File: src/rtl/payload_match_collector.sv
// payload_match_collector
// Snapshots the sticky match flags of a group of payload engines once the
// packet's payload has drained through the engine pipelines. The matched
// engine IDs are then streamed, lowest ID first, over a valid/ready
// interface. m_last marks the final ID of a packet.
//
// Optional build macro: PAYLOAD_COLLECTOR_STATS_EN
//   defined   -> saturating 32-bit packet/hit counters are built
//   undefined -> stat_pkts / stat_hits are tied to zero
//
// state    | meaning
// ---------+----------------------------------------------------------
// ST_IDLE  | waiting for an en-qualified eod
// ST_DRAIN | counting en cycles until the engine pipelines have drained
// ST_SCAN  | emitting matched IDs from the private snapshot

module payload_match_collector #(
  parameter int NUM_ENGINES = 64,
  parameter int ID_W        = 6,
  parameter int DRAIN       = 2
) (
  input  logic                   clk,
  input  logic                   rst,
  input  logic                   sod,
  input  logic                   en,
  input  logic                   eod,
  input  logic [NUM_ENGINES-1:0] eng_out,
  output logic                   m_valid,
  input  logic                   m_ready,
  output logic [ID_W-1:0]        m_id,
  output logic                   m_last,
  output logic                   busy,
  output logic                   pkt_drop,
  output logic [31:0]            stat_pkts,
  output logic [31:0]            stat_hits
);

  localparam int CNT_W = (DRAIN < 1) ? 1 : $clog2(DRAIN + 1);
  localparam logic [NUM_ENGINES-1:0] VEC_ONE = NUM_ENGINES'(1);
  localparam logic [CNT_W-1:0]       CNT_ONE = CNT_W'(1);
  localparam logic [CNT_W-1:0]       CNT_INIT = CNT_W'(DRAIN);

  typedef enum logic [1:0] {
    ST_IDLE  = 2'd0,
    ST_DRAIN = 2'd1,
    ST_SCAN  = 2'd2
  } state_t;

  state_t                 state;
  logic [CNT_W-1:0]       cnt;
  logic [NUM_ENGINES-1:0] snap;
  logic [NUM_ENGINES-1:0] sel_onehot;
  logic [NUM_ENGINES-1:0] scan_src;
  logic [ID_W-1:0]        low_id;
  logic                   low_found;
  logic                   src_single;

  // Vector the encoder works on: the live engine flags at capture time,
  // otherwise the snapshot with the currently presented ID removed, so the
  // next ID is ready the cycle after a handshake.
  always_comb begin
    sel_onehot = VEC_ONE << m_id;
    scan_src   = (state == ST_DRAIN) ? eng_out : (snap & ~sel_onehot);
    src_single = ((scan_src & (scan_src - VEC_ONE)) == '0);
  end

  // Lowest-set-bit priority encoder.
  always_comb begin
    low_id    = '0;
    low_found = 1'b0;
    for (int i = NUM_ENGINES - 1; i >= 0; i--) begin
      if (scan_src[i]) begin
        low_id    = ID_W'(i);
        low_found = 1'b1;
      end
    end
  end

  // Sequencing FSM with registered stream outputs and drop pulse.
  always_ff @(posedge clk) begin
    if (rst) begin
      state    <= ST_IDLE;
      cnt      <= '0;
      snap     <= '0;
      m_valid  <= 1'b0;
      m_id     <= '0;
      m_last   <= 1'b0;
      pkt_drop <= 1'b0;
    end else begin
      pkt_drop <= 1'b0;
      case (state)
        ST_IDLE: begin
          // sod together with eod is a one-byte packet, handled as eod.
          if (en && eod) begin
            state <= ST_DRAIN;
            cnt   <= CNT_INIT;
          end
        end

        ST_DRAIN: begin
          if (sod) begin
            // Engines were cleared mid-drain; their flags are meaningless.
            pkt_drop <= 1'b1;
            cnt      <= '0;
            state    <= ST_IDLE;
          end else begin
            // A further packet end cannot be queued behind this one.
            if (en && eod) begin
              pkt_drop <= 1'b1;
            end
            if (cnt == '0) begin
              snap <= eng_out;
              if (low_found) begin
                state   <= ST_SCAN;
                m_valid <= 1'b1;
                m_id    <= low_id;
                m_last  <= src_single;
              end else begin
                state <= ST_IDLE;
              end
            end else if (en) begin
              cnt <= cnt - CNT_ONE;
            end
          end
        end

        ST_SCAN: begin
          // The scan works from the snapshot, so sod is ignored here.
          if (en && eod) begin
            pkt_drop <= 1'b1;
          end
          if (m_ready) begin
            if (m_last) begin
              state   <= ST_IDLE;
              snap    <= '0;
              m_valid <= 1'b0;
              m_id    <= '0;
              m_last  <= 1'b0;
            end else begin
              snap   <= scan_src;
              m_id   <= low_id;
              m_last <= src_single;
            end
          end
        end

        default: begin
          state   <= ST_IDLE;
          m_valid <= 1'b0;
          m_id    <= '0;
          m_last  <= 1'b0;
        end
      endcase
    end
  end

  assign busy = (state != ST_IDLE);

`ifdef PAYLOAD_COLLECTOR_STATS_EN
  logic cap_evt;
  logic hit_evt;

  assign cap_evt = (state == ST_DRAIN) && !sod && (cnt == '0);
  assign hit_evt = m_valid && m_ready;

  // Saturating packet and hit counters, cleared only by reset.
  always_ff @(posedge clk) begin
    if (rst) begin
      stat_pkts <= '0;
      stat_hits <= '0;
    end else begin
      if (cap_evt && (stat_pkts != 32'hFFFF_FFFF)) begin
        stat_pkts <= stat_pkts + 32'd1;
      end
      if (hit_evt && (stat_hits != 32'hFFFF_FFFF)) begin
        stat_hits <= stat_hits + 32'd1;
      end
    end
  end
`else
  assign stat_pkts = '0;
  assign stat_hits = '0;
`endif

endmodule
File: config.mk
export PLATFORM = sky130hd
export DESIGN_NAME = payload_match_collector
export DESIGN_NICKNAME = d
export VERILOG_FILES = /design/src/rtl/payload_match_collector.sv
export SDC_FILE = /design/constraint.sdc
export NUM_CORES = 1
export LEC_CHECK = 0
export BUFFER_PORTS_ARGS = -buffer_cell sky130_fd_sc_hd__buf_4
export CORE_MARGIN = 4
export CORE_UTILIZATION = 45
export DETAILED_ROUTE_END_ITERATION = 8
export PLACE_DENSITY = 0.76
export SETUP_SLACK_MARGIN = 0.05
export SYNTH_ARGS = -nofsm -noshare
export SYNTH_HDL_FRONTEND = slang
export SYNTH_SLANG_ARGS = --single-unit
File: constraint.sdc
create_clock -name clk -period 3.95 [get_ports clk]
set_input_delay 0.1975 -clock clk [delete_from_list [all_inputs] [get_ports clk]]
set_output_delay 0.1975 -clock clk [all_outputs]
set_load 0.005 [all_outputs]
## Word level (Yosys, flattened, before mapping)

Cells that the tools add are included.

- Logic and storage cells: 204
- Input bits: 70
- Flip-flop bits (word level): 77

- Muxes and demuxes: 167
- Add/sub/neg operators: 2
- Bitwise operators: 4
- Eq/ne operators: 11
- Reduce and logical (&&, ||, !) cells: 12
- Shift-type cells: 1

Operator list:

| cell | number |
|---|---|
| 6-bit 2-to-1 mux | 69 |
| 64-bit 2-to-1 mux | 5 |
| 64-bit bitwise AND | 2 |
| 64-bit one-hot mux with 2 select lines | 1 |
| 1-bit 2-to-1 mux | 76 |
| 64-bit logical NOT | 1 |
| 64-bit NOT | 1 |
| 1-bit by 6-bit left shift with 64-bit output, first input constant | 1 |
| 64-bit by 1-bit subtractor with 64-bit output, second input constant | 1 |
| 2-bit 2-to-1 mux | 10 |
| 6-bit one-hot mux with 3 select lines | 1 |
| 4-bit AND reduction | 3 |
| 2-bit != test, second input constant | 5 |
| 3-bit != test, second input constant | 2 |
| 1-bit one-hot mux with 3 select lines | 2 |
| 2-bit one-hot mux with 3 select lines | 1 |
| 6-bit AND reduction | 1 |
| 2-bit nonzero test | 3 |
| 5-bit AND reduction | 1 |
| 2-bit logical NOT | 2 |
| 2-bit one-hot mux with 2 select lines | 1 |
| 3-bit by 2-bit != test with 1-bit output, second input constant | 1 |
| 2-bit by 1-bit == test with 1-bit output, second input constant | 1 |
| 2-bit == test, second input constant | 1 |
| 5 further kinds | 5 |

## Longest topological paths before layout

- Word-level depth: 72
- Depth in mapped cells: 19
- Depth with buffers taken out: 12

## Worst setup path before layout

OpenSTA, ideal clock, no wires.

- Path type: register to register
- From: register state[1]
- To: register m_last
- Arrival time: 3.670 ns
- Data required time: 3.866 ns
- Path buffers: 4
- Stages on the path, launching flop included: 17
- Path slack: 0.196 ns
- Path through: dfxtp_1 inv_1 ha_1 buf_6 buf_6 buf_8 mux2i_1 o22ai_1 nor4_4 nand3b_2 or3_1 buf_2 o41ai_2 and4_1 nand4_1 or4_1 o31ai_2

- Cells in the longest elaborated chain, start to end: 68
- Elaborated cells between the ends (all ways): 83

Ends and longest elaborated chain:

| what | RTL line | RTL |
|---|---|---|
| start, declared | 49 | `state_t state;` |
| start signal, assigned | 82 | `state <= ST_IDLE;` |
| start signal, assigned | 95 | `state <= ST_DRAIN;` |
| start signal, assigned | 105 | `state <= ST_IDLE;` |
| 2-bit by 1-bit == test with 1-bit output | 63, 91 |  |
| 64-bit 2-to-1 mux | 63 | `scan_src = (state == ST_DRAIN) ? eng_out : (snap & ~sel_onehot);` |
| 1-bit 2-to-1 mux (64 in series) | 72 | `if (scan_src[i]) begin` |
| 2-bit != test (no source line) | n/a |  |
| 5-bit AND reduction (no source line) | n/a |  |
| end signal, assigned | 117 | `m_last <= src_single;` |
| end signal, assigned | 142 | `m_last <= src_single;` |
| end, declared | 31 | `output logic m_last,` |

Parallel ways exist; a longest one is shown, timed or not. The select of a mux whose other input is x is not followed.
A chain may end at the register's enable or synchronous reset.

## Worst setup path in the final report

Ends and elaborated chain as after synthesis.

==> results.py <==
metrics = {
    "clock_network": {
        "clk_pin_slew_ps": 60,
        "postCtsHoldBufs": 0,
        "numCtsBuffers": 9,
        "numClockSinks": 77,
        "cts_tree": "yes",
        "root_buffer": "clkbuf_16",
        "cts_buffer_depth": 2,
        "ctsHtreeMaxLevel": 3,
        "clock_latency_ps": 360,
    },
    "finish": {
        "final_area_um2": 8830,
        "ff_latch_area_um2": 1540,
        "final_nets": 1152,
        "drive_above_1_share_pct": 24.8,
        "areaGrowthSynthToFinish_pct": 22.0,
        "fin_util_pct": 55.8,
        "multiInputGateArea_um2": 5140,
        "fillers": 1505,
        "n_antenna_cell": 0,
        "layout_common_cells": "179 x buf_4, 134 x nor2_1, 93 x a21oi_1",
        "final_common_cell": "buf_4",
        "final_cells": 1298,
    },
    "floorplanning": {
        "initial_core_util_pct": 45.7,
        "coreArea_um2": 15800,
        "die_h_um": 135,
        "fp.dieW_um": 135,
        "die_area_um2": 18200,
        "io_pins": 144,
        "std_cell_rows": 46,
    },
    "route": {
        "antenna_left": 0,
        "wl_met2_um": 11500,
        "drc": 0,
        "routedWlPerCell_um": 19.0,
        "top_layer_used": "met4",
        "dr.first_iter.drc_count": 864,
        "routed_wl_um": 24700,
        "wl_met1_um": 10600,
        "wl_met3_um": 1950,
        "vias_per_cell": 6.13,
        "via_count": 7956,
        "dr.pass1.iters": 6,
    },
    "timing": {
        "period_share_pct": 96.0,
        "finalClockSkew_ps": 6.05,
        "setup_viol": 0,
        "drv_slew": 0,
        "rsz0062_at_grt": "no",
        "max_freq_ghz": 0.264,
        "hold_viol": 0,
        "worst_slack_ps": 159,
        "tns_ps": 0,
        "worst_slew_pin_slew_ps": 925,
        "slew_headroom_pct": 38.3,
        "fin_crit_ps": 3790,
        "holdWs_ps": 177,
    },
    "power": {
        "irDropWorstVdd_v": 0.000257,
        "p_per_area_nw_per_um2": 657,
        "cellLeakagePower_nw": 3.50,
        "finalPower_mw": 5.80,
    },
    "synthesis": {
        "netlist_area_um2": 7240,
        "seq_area_frac_synth_pct": 21.3,
        "synth-main-ff-cell": "dfxtp_1",
        "synth_area_leaders": "dfxtp_1 21%, mux2i_1 8.4%, a211oi_1 7.2%, buf_4 6.9%, nor2_1 6.9%",
        "yosysTopAreaCellShare_pct": 21.3,
        "synth_edf_count": 0,
        "ys_ff_latch": 77,
        "yosys_warnings": 0,
        "yosysTopAreaCell": "dfxtp_1",
        "synth.distinct_cells": 86,
        "netlist_instances": 951,
        "syn_avg_cell_area_um2": 7.61,
        "async_flop_share_pct": 0,
    },
    "placed_design": {
        "placed_cell_area_um2": 8330,
        "placed_cells": 1272,
        "io_buffers": 79,
        "gp_congestion": 1.01,
        "pre_cts_slack_ps": 14.5,
        "dp_hpwl_um": 18100,
    },
    "global_route": {
        "grt_pass1_vias": 7308,
        "grt_usage_pct": 26.2,
        "grt_max_degree": 81,
        "grt_pass1_wl_um": 38400,
        "grt-ovfl-total": 0,
        "antenna_found_initial": 0,
    },
    "critical_path": {
        "worstPathMaxFanout": 5,
        "cp_top_family": "simple AND/OR/NAND/NOR gates",
        "critical_path_buf_inv_count": 6,
        "max_stage_delay_ps": 520,
        "critPathCaptureType": "flop",
        "crit_type": "flop to flop",
        "arrival_ps": 4070,
        "crit_path_top_delay_cell": "or4_4",
        "required_ps": 4230,
        "start_kind": "flop",
        "path_cells": "inv_2, ha_4, buf_6, buf_4, nor3b_4, buf_6, clkbuf_16, a21boi_1, or4_4, buf_4, nor3_2, a2bb2oi_1, nand4_1, nor4_2, nand4_1, or4_4, o31ai_2",
    },
    "hold_path": {
        "hp-class": "input pin to flop",
    },
    "run": {
        "drv_cap": 0,
    },
    "run_status": {
        "status": "complete, no violations",
    },
}
==> worst min-delay path, cell delays in order <==
cell and delay, ps:
buf_4 90, nor2_1 40, nor2_1 80, a221oi_1 70
==> cells by family (layout without fill, tap and decap cells) <==
family                     after synthesis  count (layout)  synth area share [%]
AOI/OAI and AO/OA                      357             357                  33.6
adders and majority gates                6               6                 0.968
buffers and inverters                  160             228                  12.9
DFF                                     77              77                  21.3
muxes                                   63              63                  8.74
other                                    1              64                0.0518
and+or+nand+nor                        287             287                  22.5
==> what timing repair did <==
action,4_1_cts,5_1_grt
buffers inserted,1,9
setup endpoints to repair,1,7
pin swaps,0,14
gates resized for setup,1,27
gates cloned,0,1
==> state kept, by name, indices dropped and copies added (netlist names) <==
signal,count
snap,64
m_id,6
m_valid,1
m_last,1
cnt,2
state,2
pkt_drop,1
==> path summary, 6_finish.rpt <==
kind                 start     end  slack, ps  cells after the start
hold reg to reg     cnt[1]  cnt[1]        490                      2
hold / removal         sod  cnt[1]        180                      4
setup / recovery  state[1]  m_last        160                     17
setup reg to reg  state[1]  m_last        160                     17
==> cell type report <==
class	count	share of cell area, %
multi-input combinational	777	58.2
sequential	77	17.5
timing repair buffer	190	17.4
tap	216	3.06
clock buffer	13	2.83
inverter	23	0.978
clock inverter	2	0.113
==> power by group <==
group          total [mW]  switching [mW]  internal [mW]  leakage, nW
Sequential           1.11           0.127          0.987        0.633
Clock               0.777           0.339          0.438        0.129
Combinational        3.91            2.26           1.64         2.73
==> per-layer routing <==
layer	vias to the layer above	global-route usage [%]
met2	402	42.2
met5	-	0
met4	0	8.82
met1	3745	34.7
li1	3742	-
met3	67	5.85
==> synthesized netlist by cell type, types with 6 or more instances <==
cell type	n
nor4_1	11
a211oi_1	69
dfxtp_1	77
a21o_1	15
nand3_1	12
a22oi_1	61
a21oi_1	94
or2_2	6
nand2_1	32
buf_2	13
nor2_1	134
o31ai_1	8
nor3_1	16
nand2b_1	10
nand4_1	8
clkbuf_1	45
buf_6	7
o21ai_0	34
mux2i_1	61
inv_1	23
o22ai_1	14
buf_4	67
No activity file was read; power rests on OpenSTA's default activity.
